==> config.mk <==
export PLATFORM = sky130hd
export DESIGN_NAME = ysyx_24090018_ifu_pipe
export DESIGN_NICKNAME = d
export VERILOG_FILES = /design/src/rtl/ysyx_24090018_pkg.sv /design/src/rtl/ysyx_24090018_ifu_fifo.sv /design/src/rtl/ysyx_24090018_ifu_pipe.sv
export SDC_FILE = /design/constraint.sdc
export NUM_CORES = 1
export LEC_CHECK = 0
export CAP_MARGIN = 20
export CORE_AREA = 2 2 150 152
export CTS_CLUSTER_DIAMETER = 40
export DETAILED_ROUTE_END_ITERATION = 8
export DIE_AREA = 0 0 152 154
export GPL_ROUTABILITY_DRIVEN = 0
export PLACE_DENSITY_LB_ADDON = 0.15
export REMOVE_ABC_BUFFERS = 1
export SLEW_MARGIN = 20
export SYNTH_ARGS = -nofsm -noshare
export SYNTH_HDL_FRONTEND = slang
export SYNTH_SLANG_ARGS = --single-unit
==> constraint.sdc <==
create_clock -name clk -period 8.6 [get_ports clk]
set_clock_uncertainty 0.2 [all_clocks]
set_input_delay 1.72 -clock clk [delete_from_list [all_inputs] [get_ports clk]]
set_output_delay 1.72 -clock clk [all_outputs]
set_load 0.02 [all_outputs]
==> src/rtl/ysyx_24090018_pkg.sv <==
// ysyx_24090018_pkg: shared IFU defaults and FIFO entry layout; IFU_ACCESS_FAULT_EN adds a per-entry fault bit.
package ysyx_24090018_pkg;
  localparam logic [31:0] RESET_PC_DEF = 32'h8000_0000;
  localparam int INST_BYTES_DEF = 4;
`ifdef IFU_ACCESS_FAULT_EN
  localparam int FAULT_W = 1;
`else
  localparam int FAULT_W = 0;
`endif
  typedef struct packed {
    logic [31:0] pc;
    logic [31:0] inst;
    logic        fault;
  } ifu_entry_t;
endpackage

==> src/rtl/ysyx_24090018_ifu_fifo.sv <==
// ysyx_24090018_ifu_fifo: registered sync FIFO with flush; head reads as zero while empty.
module ysyx_24090018_ifu_fifo #(
  parameter int WIDTH = 64,
  parameter int DEPTH = 2,
  localparam int CW = $clog2(DEPTH) + 1,
  localparam int AW = DEPTH > 1 ? $clog2(DEPTH) : 1
) (
  input  logic             clk,
  input  logic             rst_n,
  input  logic             push_i,
  input  logic             pop_i,
  input  logic             flush_i,
  input  logic [WIDTH-1:0] data_i,
  output logic [WIDTH-1:0] head_o,
  output logic [CW-1:0]    count_o,
  output logic             valid_o
);
  logic [WIDTH-1:0] mem_q [DEPTH];
  logic [AW-1:0] wr_q, wr_d, rd_q, rd_d;
  logic [CW-1:0] cnt_q, cnt_d;
  logic do_pop;

  function automatic logic [AW-1:0] inc(input logic [AW-1:0] p);
    return p == AW'(DEPTH - 1) ? '0 : p + AW'(1);
  endfunction

  assign do_pop  = pop_i && cnt_q != '0;
  assign valid_o = cnt_q != '0;
  assign head_o  = valid_o ? mem_q[rd_q] : '0;
  assign count_o = cnt_q;

  always_comb begin
    wr_d  = flush_i ? '0 : push_i ? inc(wr_q) : wr_q;
    rd_d  = flush_i ? '0 : do_pop ? inc(rd_q) : rd_q;
    cnt_d = flush_i ? '0 : cnt_q + CW'(push_i) - CW'(do_pop);
  end

  always_ff @(posedge clk or negedge rst_n) begin
    if (!rst_n) begin
      wr_q  <= '0;
      rd_q  <= '0;
      cnt_q <= '0;
    end else begin
      if (push_i && !do_pop && !flush_i) assert (cnt_q != CW'(DEPTH));
      wr_q  <= wr_d;
      rd_q  <= rd_d;
      cnt_q <= cnt_d;
    end
  end

  always_ff @(posedge clk) begin
    if (push_i && !flush_i) mem_q[wr_q] <= data_i;
  end
endmodule

==> src/rtl/ysyx_24090018_ifu_pipe.sv <==
// ysyx_24090018_ifu_pipe: pipelined instruction fetch with credit-limited requests, redirect drop and fetch buffer.
// Build with IFU_ACCESS_FAULT_EN to carry bus errors to inst_fault and halt fetch until the next redirect.
module ysyx_24090018_ifu_pipe
  import ysyx_24090018_pkg::*;
#(
  parameter int ADDR_WIDTH = 32,
  parameter int DATA_WIDTH = 32,
  parameter logic [ADDR_WIDTH-1:0] RESET_PC = ADDR_WIDTH'(RESET_PC_DEF),
  parameter int FIFO_DEPTH = 2,
  parameter int INST_BYTES = INST_BYTES_DEF
) (
  input  logic                  clk,
  input  logic                  rst_n,
  input  logic                  fetch_en,
  input  logic                  redirect_valid,
  input  logic [ADDR_WIDTH-1:0] redirect_pc,
  output logic                  imem_req_valid,
  input  logic                  imem_req_ready,
  output logic [ADDR_WIDTH-1:0] imem_req_addr,
  input  logic                  imem_resp_valid,
  input  logic [DATA_WIDTH-1:0] imem_resp_data,
  input  logic                  imem_resp_err,
  output logic                  inst_valid,
  input  logic                  inst_ready,
  output logic [DATA_WIDTH-1:0] inst_o,
  output logic [ADDR_WIDTH-1:0] inst_pc,
  output logic                  inst_fault
);
  localparam int CW = $clog2(FIFO_DEPTH) + 1;
  localparam int EW = ADDR_WIDTH + DATA_WIDTH + FAULT_W;

  logic [ADDR_WIDTH-1:0] pc_q, pc_d, resp_pc_q, resp_pc_d, tgt;
  logic [CW-1:0] outst_q, outst_d, drop_q, drop_d, count;
  logic [EW-1:0] push_data, head;
  logic credit, fire, push, halt;

  assign tgt    = {redirect_pc[ADDR_WIDTH-1:2], 2'b00};
  assign credit = ({1'b0, count} + {1'b0, outst_q}) < (CW + 1)'(FIFO_DEPTH);
  assign imem_req_valid = rst_n & fetch_en & credit & !redirect_valid & !halt;
  assign imem_req_addr  = pc_q;
  assign fire = imem_req_valid & imem_req_ready;
  // Responses owed to a pre-redirect PC stream are counted off by drop_q.
  assign push = imem_resp_valid & (drop_q == '0) & !redirect_valid;

  always_comb begin
    pc_d      = redirect_valid ? tgt : fire ? pc_q + ADDR_WIDTH'(INST_BYTES) : pc_q;
    resp_pc_d = redirect_valid ? tgt : push ? resp_pc_q + ADDR_WIDTH'(INST_BYTES) : resp_pc_q;
    outst_d   = outst_q + CW'(fire) - CW'(imem_resp_valid);
    drop_d    = redirect_valid ? outst_q - CW'(imem_resp_valid) :
                (imem_resp_valid && drop_q != '0) ? drop_q - CW'(1) : drop_q;
  end

  always_ff @(posedge clk or negedge rst_n) begin
    if (!rst_n) begin
      pc_q      <= RESET_PC;
      resp_pc_q <= RESET_PC;
      outst_q   <= '0;
      drop_q    <= '0;
    end else begin
      pc_q      <= pc_d;
      resp_pc_q <= resp_pc_d;
      outst_q   <= outst_d;
      drop_q    <= drop_d;
    end
  end

`ifdef IFU_ACCESS_FAULT_EN
  logic halt_q;
  always_ff @(posedge clk or negedge rst_n) begin
    if (!rst_n) halt_q <= 1'b0;
    else halt_q <= redirect_valid ? 1'b0 : (push && imem_resp_err) ? 1'b1 : halt_q;
  end
  assign halt       = halt_q;
  assign push_data  = {resp_pc_q, imem_resp_data, imem_resp_err};
  assign inst_fault = head[0];
`else
  logic unused_err;
  assign unused_err = imem_resp_err;
  assign halt       = 1'b0;
  assign push_data  = {resp_pc_q, imem_resp_data};
  assign inst_fault = 1'b0;
`endif

  assign inst_pc = head[EW-1 -: ADDR_WIDTH];
  assign inst_o  = head[FAULT_W +: DATA_WIDTH];

  ysyx_24090018_ifu_fifo #(.WIDTH(EW), .DEPTH(FIFO_DEPTH)) u_fifo (
    .clk    (clk),
    .rst_n  (rst_n),
    .push_i (push),
    .pop_i  (inst_ready),
    .flush_i(redirect_valid),
    .data_i (push_data),
    .head_o (head),
    .count_o(count),
    .valid_o(inst_valid)
  );
endmodule

* After elaboration in Yosys (flattened, before gate mapping)
Memory sizes are Yosys's and may differ from the RTL's.
Index checks and enable logic that the tools add are counted.
** Operators by class
- Add/subtract/negate cells :: 11
- $lt $le $gt $ge :: 1
- Mux-type cells :: 16
- Bitwise gates (word level) :: 6
- Reductions and logical operators :: 11
** Operator list (count)
- 2-to-1 mux 32 bit :: 4
- adder 32 x 3 -> 32 bit (second input constant) :: 2
- 2-to-1 mux 64 bit :: 1
- nonzero test 2 bit :: 6
- 2-to-1 mux 1 bit :: 8
- AND 1 bit :: 6
- 2-to-1 mux 2 bit :: 3
- subtractor 2 x 1 -> 2 bit :: 3
- adder 2 x 1 -> 2 bit :: 2
- adder 2 x 2 -> 3 bit :: 1
- logical AND 1 bit :: 3
- < comparator 3 x 2 -> 1 bit (second input constant) :: 1
- adder 1 bit (second input constant) :: 2
- zero test 2 bit :: 1
- subtractor 2 x 1 -> 2 bit (second input constant) :: 1
- zero test 1 bit :: 1
** Word-level totals
- Register bits after elaboration :: 72
- RAM bits :: 128
- Output and inout bits :: 99
- Logic and storage cells :: 53
- Memories :: 1
** Memories
- u_fifo.mem_q :: words 2, bits a word 64, read ports 1, clocked after memory_dff 0, wr ports 1, RTL line ysyx_24090018_ifu_fifo.sv:18 : logic [WIDTH-1:0] mem_q [DEPTH];

* Logic depth before layout (Yosys ltp)
Gate-level depths: netlist of the first run.
- Word-level depth :: 7
- Depth in mapped cells :: 11
- Depth with buffers taken out :: 10

* By module
From an unflattened synthesis of the first run, not the netlist that was laid out.
** Second synthesis, totals
- Cells, all modules :: 691
- Area, all modules :: 8782.2 µm²
** Modules (own cells, without submodules)
- ysyx_24090018_ifu_fifo :: instances 1, cells an instance 291, area an instance 5107.4 µm², sequential area each 3943.8 µm²
- ysyx_24090018_ifu_pipe :: instances 1, cells an instance 400, area an instance 3674.8 µm², sequential area each 1604.0 µm²

* Worst setup path after synthesis of the first run
No wires, ideal clock.
- Path type :: input -> register
- Start point :: input redirect_valid
- End point :: memory u_fifo.mem_q[0][0] (enable)
- Arrival time :: 6.380 ns
- Setup slack :: 1.461 ns
- Stages on the path :: 3
- Path through :: clkbuf_1 > clkbuf_1 > nor3_1
** Between the ends
- Longest elaborated chain between the ends :: 5
** RTL lines
- from (decl) :: RTL line ysyx_24090018_ifu_pipe.sv:15 : input logic redirect_valid,
- zero test 1 bit (*)
- AND 1 bit :: RTL line ysyx_24090018_ifu_pipe.sv:43 : assign push = imem_resp_valid & (drop_q == '0) & !redirect_valid;
- logical AND 1 bit (*) :: RTL line ysyx_24090018_ifu_fifo.sv:52 : if (push_i && !flush_i) mem_q[wr_q] <= data_i;
- 2-to-1 mux 1 bit (*) :: RTL line ysyx_24090018_ifu_fifo.sv:52
- 2-to-1 mux 1 bit (not written as such) (*) :: RTL line ysyx_24090018_ifu_fifo.sv:52
- to (decl) :: RTL line ysyx_24090018_ifu_fifo.sv:18
Mark *: on every way between the ends. The rest lies on a longest branch, timed or not.

* Final worst setup path of the first run
- Start point :: input rst_n
- End point :: output imem_req_valid
** Between the ends
- Longest elaborated chain between the ends :: 3
** RTL lines
- from (decl) :: RTL line ysyx_24090018_ifu_pipe.sv:13 : input logic rst_n,
- AND 1 bit (3 in series) :: RTL line ysyx_24090018_ifu_pipe.sv:39 : assign imem_req_valid = rst_n & fetch_en & credit & !redirect_valid & !halt;
- to (decl) :: RTL line ysyx_24090018_ifu_pipe.sv:17 : output logic imem_req_valid,
Every way passes these cells.

==> run_results.csv, run 1 <==
group,metric,value,unit
route,vias_per_cell,5.189,
cts,clock-root-buffer,"clkbuf_16",
global_routing,grt_max_degree,71,
cts,post_cts_buffers,0,
floorplan,initial_core_util,39.49,%
sta,relSlewSlack,30.48,%
sta,worst_slew_pin_slew,1.034,ns
setup_path,crit_type,"in2out",
sta,fmax,184.4,MHz
global_routing,antenna_found_initial,0,
floorplan,rows,54,
route,vias,5812,
setup_path,cpMaxStageDelayCell,"buf_4",
global_routing,grt-ovfl-total,0,
synth,synthFlopType,"edfxtp_1",
cts,clk_pin_slew,0.07,ns
synth,syn_area_per_cell,12.92,sq um
sta,period_share,63.07,%
placed_design,place_area,10500,sq um
synth,yosys_warnings,0,
floorplan,die_x,152,um
cts,clock_latency,0.43,ns
cts,cts_tree,"yes",
pwr,p_total,2.960,mW
route,final_antenna_net_count,0,
route,dr.first_iter.drc_count,378,
synth,netlist_area,8564,sq um
pwr,peakVddDrop,153.3,uV
layout,syn_to_final_growth,29.72,%
layout,layout_commonest_cell,"clkdlybuf4s50_1",
layout,final_area,11110,sq um
hold_path,min_from,"resp_pc_q[12]",
setup_path,max_stage_delay,0.69,ns
placed_design,port_buffers,162,
route,wl_per_cell,18.35,um
global_routing,grtUsageTotal,17.61,%
synth,ys_seq_area_share,63.37,%
setup_path,cp_top_family,"buffers and inverters",
route,drcViolationCount,0,
synth,async_flop_share,35.42,%
cts,h-tree-depth,4,
setup_path,crit_chain,"buf_2 -> buf_4 -> nand2_1 -> nor4_1 -> clkdlybuf4s50_1",
sta,fin_tns_setup,0,ns
route,drtPass1Iterations,5,
layout,num_antenna_cells,0,
sta,setup_viol,0,
route,routed_wl,20550,um
setup_path,r2r_start,"u_fifo.count_o[0]",
floorplan,io_pins,171,
layout,final_nets,909,
job,cap_violations,0,
cts,clock_sink_count,192,
global_routing,grt_pass1_wl,32170,um
sta,drv_slew,0,
setup_path,cp.required,6.68,ns
placed_design,hpwlAfterDp,14100,um
synth,ys_ff_latch,192,
sta,hold_viol,0,
cts,post_cts_resized,0,
synth,synthCells,663,
layout,final_cell_mix,"161 x clkdlybuf4s50_1, 124 x edfxtp_1, 83 x nor2_1, 65 x dfrtp_1, 63 x mux2i_1",
synth,ys_types,47,
floorplan,core_area,21690,sq um
status,status,"finished clean",
setup_path,critical_path_buf_inv_count,3,
cts,cts_buffer_depth,2,
setup_path,worstPathMaxFanout,70,
sta,finalCriticalPeriod,5.424,ns
global_routing,grt_pass1_vias,5801,
layout,fillers,1912,
floorplan,die_h,154,um
pwr,p_per_area,266.4,nW/um^2
setup_path,arrival,3.50,ns
floorplan,die-area,23410,sq um
cts,ctsHoldBuffers,0,
sta,rsz0062_at_grt,"false",
layout,drive_above_1_share,9.643,%
pwr,cellLeakagePower,3.895,nW
setup_path,cp-startpoint,"rst_n",
setup_path,end_kind,"output port",
sta,holdWs,0.3317,ns
hold_path,hold_path.class,"reg2reg",
cts,cts_buffers,17,
layout,final_core_util,51.22,%
setup_path,critPathLaunchType,"input pin",
synth,synth_edf_count,124,
-- worst register-to-register path, delay by kind of cell, from the launching register on --
family	cells	cell delay [ns]
xor gates and xnor gates	2	0.30
adders and majority gates	3	1.09
buffers and inverters	3	0.48
DFF	1	0.40
and+or+nand+nor	2	0.62
-- layer usage --
layer	global-route usage [%]	vias up	part of all wire, %
li1	-	2751	-
met1	22.90	2872	44
met2	29.52	169	49
met3	4.256	20	5.2
met4	5.029	0	1.4
met5	0	-	0
-- flip-flops by register name, summed over array words and instances (netlist names) --
register / flops
drop_q: 2
imem_req_addr: 30
outst_q: 2
resp_pc_q: 30
u_fifo.count_o: 2
u_fifo.mem_q: 124
u_fifo.rd_q: 1
u_fifo.wr_q: 1
-- cells in the mapped netlist, types with 2 or more instances --
| cell | n | area (sq um) |
|---|---|---|
| and3_1 | 8 | 50.05 |
| clkbuf_1 | 19 | 71.32 |
| buf_1 | 4 | 15.01 |
| buf_4 | 5 | 37.54 |
| o21ai_0 | 25 | 125.1 |
| mux2i_1 | 63 | 630.6 |
| nor4_1 | 3 | 18.77 |
| nor4_4 | 3 | 63.81 |
| o211ai_1 | 12 | 90.09 |
| a21o_1 | 2 | 15.01 |
| a31o_2 | 3 | 26.28 |
| mux2_2 | 17 | 191.4 |
| nand4_2 | 3 | 37.54 |
| a21oi_1 | 9 | 45.04 |
| inv_1 | 14 | 52.55 |
| nand4_1 | 23 | 143.9 |
| dfstp_2 | 2 | 52.55 |
| xnor2_1 | 23 | 201.4 |
| edfxtp_1 | 124 | 3724 |
| nand2_1 | 45 | 168.9 |
| o311ai_0 | 5 | 43.79 |
| a31oi_1 | 4 | 25.02 |
| ha_1 | 8 | 100.1 |
| nor3_1 | 5 | 25.02 |
| nor2_1 | 84 | 315.3 |
| nor4_2 | 3 | 37.54 |
| nand3_1 | 30 | 150.1 |
| xor2_1 | 24 | 210.2 |
| and4_1 | 2 | 17.52 |
| buf_2 | 2 | 10.01 |
| or3_1 | 3 | 18.77 |
| dfrtp_1 | 66 | 1652 |
| and2_1 | 5 | 31.28 |
| nor3_4 | 2 | 32.53 |
-- worst paths after layout --
path | end | slack (ns) | depth (start not counted)
worst max-delay path | imem_req_valid | 3.18 | 5
worst min-delay path | u_fifo.mem_q[1][44] | 0.33 | 0
worst max register to register | outst_q[1] | 5.44 | 10
worst min register to register | u_fifo.mem_q[1][44] | 0.33 | 0
max in group asynchronous | u_fifo.rd_q | 6.18 | 2
min in group asynchronous | imem_req_addr[30] | 1.31 | 2
-- cell families after synthesis --
| group | share of synthesized area [%] |
|---|---|
| flip-flops | 63.37 |
| XOR/XNOR | 4.806 |
| multiplexers | 9.598 |
| adder cells (fa/ha/maj) | 1.403 |
| buffers and inverters | 2.177 |
| AO/OA/AOI/OAI | 4.602 |
| other | 0.04379 |
| AND/OR/NAND/NOR | 14.00 |
-- area by class of cell --
class                           instances  area [sq um]  share of cell area (%)
Sequential cell                       192          5431                   48.89
Multi-Input combinational cell        431          2979                   26.82
Timing Repair Buffer                  172          1712                   15.41
Clock buffer                           18         429.2                   3.863
Tap cell                              280         350.3                   3.154
Clock inverter                         13         155.1                   1.397
Inverter                               14         52.55                  0.4730
-- per-stage QoR --
step	setup slack (ns)	cells
2_1_floorplan	1.722	637
3_3_place_gp	3.112	1088
3_5_place_dp	3.101	1088
4_1_cts	3.080	1119
5_1_grt	2.937	1120
6_report	3.176	1120
-- where the power goes --
| part | switching, mW | leakage (nW) | internal (mW) |
|---|---|---|---|
| logic | 0.542 | 1.69 | 0.453 |
| clock network | 0.354 | 0.276 | 0.434 |
| registers | 0.0960 | 1.93 | 1.08 |
| total | 0.993 | 3.90 | 1.97 |
Note: power is estimated with default switching activity, not from simulation.
==> run 2, diff against run 1 <==
==> constraint.sdc (replaced) <==
create_clock -name clk -period 5 [get_ports clk]
set_clock_uncertainty 0.2 [all_clocks]
set_input_delay 1 -clock clk [delete_from_list [all_inputs] [get_ports clk]]
set_output_delay 1 -clock clk [all_outputs]
set_load 0.02 [all_outputs]
==> run_results.csv, run 2 (synthesized netlist as in run 1, its figures left out) <==
group,metric,value,unit
layout,final_area,11110,sq um
status,status,"finished clean",
sta,worst_slew_pin_slew,1.007,ns
cts,cts_tree,"yes",
sta,setup_ws,1.246,ns
pwr,cellLeakagePower,3.896,nW
placed_design,place_ws,1.256,ns
job,cap_violations,0,
route,drcViolationCount,0,
global_routing,busiest_layer,"met2",
floorplan,initial_core_util,39.49,%
route,vias_per_cell,5.206,
route,dr.first_iter.drc_count,385,
hold_path,hold_end,"outst_q[0]",
setup_path,worstPathMaxFanout,4,
layout,top_register,"u_fifo.mem_q",
setup_path,critPathLaunchType,"flip-flop",
cts,cts_buffers,17,
sta,finalCriticalPeriod,3.754,ns
cts,cts_buffer_depth,2,
layout,syn_to_final_growth,29.69,%
sta,rsz0062_at_grt,"false",
cts,clk_pin_slew,0.07,ns
hold_path,hold_path.class,"reg2reg",
layout,multi_input_area,2979,sq um
sta,setup_viol,0,
global_routing,grt-ovfl-total,0,
layout,final_nets,912,
layout,final_cell_mix,"161 x clkdlybuf4s50_1, 124 x edfxtp_1, 83 x nor2_1, 65 x dfrtp_1, 63 x mux2i_1",
layout,drive_above_1_share,9.953,%
global_routing,grt_pass1_vias,5807,
setup_path,r2r_start,"u_fifo.count_o[0]",
global_routing,gr-usage-met1,23.66,%
cts,h-tree-depth,4,
floorplan,die-area,23410,sq um
global_routing,antenna_found_initial,0,
placed_design,place_area,10540,sq um
route,wl_per_cell,18.32,um
setup_path,r2r_end,"outst_q[1]",
sta,fmax,266.4,MHz
setup_path,cp.required,3.80,ns
setup_path,end_kind,"output port",
route,vias,5852,
layout,num_antenna_cells,0,
global_routing,use_met3,3.129,%
setup_path,cp-startpoint,"u_fifo.count_o[0]",
global_routing,grt_pass1_wl,32450,um
layout,regArea,5431,sq um
layout,largest_register_ffs,124,
placed_design,port_buffers,162,
global_routing,grt_max_degree,64,
route,final_antenna_net_count,0,
route,drtPass1Iterations,5,
hold_path,hold-path-cell-count,1,
pwr,p_per_area,453.2,nW/um^2
setup_path,rrSetupSlack,1.86,ns
sta,fin_tns_setup,0,ns
cts,post_cts_resized,0,
setup_path,crit_type,"reg2out",
floorplan,die_h,154,um
hold_path,min_from,"outst_q[0]",
floorplan,io_pins,171,
setup_path,arrival,2.55,ns
placed_design,hpwlAfterDp,14100,um
sta,period_share,75.08,%
pwr,peakVddDrop,269.4,uV
layout,fillers,1883,
cts,clock-root-buffer,"clkbuf_16",
sta,drv_slew,0,
floorplan,core_area,21690,sq um
layout,layout_commonest_cell,"clkdlybuf4s50_1",
global_routing,grtUsageTotal,17.71,%
floorplan,die_x,152,um
floorplan,rows,54,
setup_path,rr_worst_depth,10,
cts,ctsHoldBuffers,0,
global_routing,met2_usage,29.58,%
sta,hold_viol,0,
route,routed_wl,20600,um
sta,relSlewSlack,32.28,%
cts,post_cts_buffers,0,
cts,clock_sink_count,192,
cts,clock_latency,0.42,ns
run 2: changes by cell type in the layout (fill, tap and decap cells not counted), moves of 2 or more:
cell / delta
buf_4: +3
clkbuf_1: +2
clkbuf_8: +2
clkinv_4: -2
inv_8: -2
run 2: per-layer routing:
metal / vias up / routed length [um]
met3: 24 / 1051
met5: - / 0
met4: 0 / 361
met2: 214 / 9972
met1: 2854 / 9212
li1: 2760 / -
run 2: layout make-up:
type / count / share of cell area (%)
sequential: 192 / 48.90
multi-input combinational: 431 / 26.82
timing repair buffer: 175 / 15.55
clock buffer: 22 / 4.179
tap: 280 / 3.154
clock inverter: 10 / 0.9237
inverter: 14 / 0.4731
run 2: stage by stage:
step	instances	total power [mW]	hold WS, ns	util, %
after floorplan	637	3.014	0.2656	-
after global placement	1092	3.750	0.2978	48.60
after detailed placement	1092	3.790	0.3024	48.60
after CTS	1124	5.105	0.3194	51.21
after global routing	1124	5.290	0.3233	51.21
final	1124	5.034	0.3171	51.21
run 2: worst max path at each step:
| stage | end | slack [ns] | cells after the start |
|---|---|---|---|
| 6_report | imem_req_valid | 1.25 | 5 |
| 3_3_place_gp | imem_req_valid | 1.25 | 4 |
| 5_1_grt | imem_req_valid | 1.07 | 5 |
| 3_5_place_dp | imem_req_valid | 1.26 | 4 |
| 4_1_cts | imem_req_valid | 1.22 | 5 |
| 2_1_floorplan | u_fifo.mem_q[0][0] | -1.16 | 2 |
run 2: critical path, cell delays in order, from the launching register on:
cell and delay [ns]:
dfrtp_1 0.39, inv_1 0.09, nor2_1 0.14, fa_1 0.53, nor4_1 0.32, clkdlybuf4s50_1 0.66
run 2: power breakdown:
part	leakage [nW]	switching [mW]	internal (mW)
combinational	1.70	0.940	0.770
sequential	1.93	0.159	1.86
clock	0.266	0.585	0.722
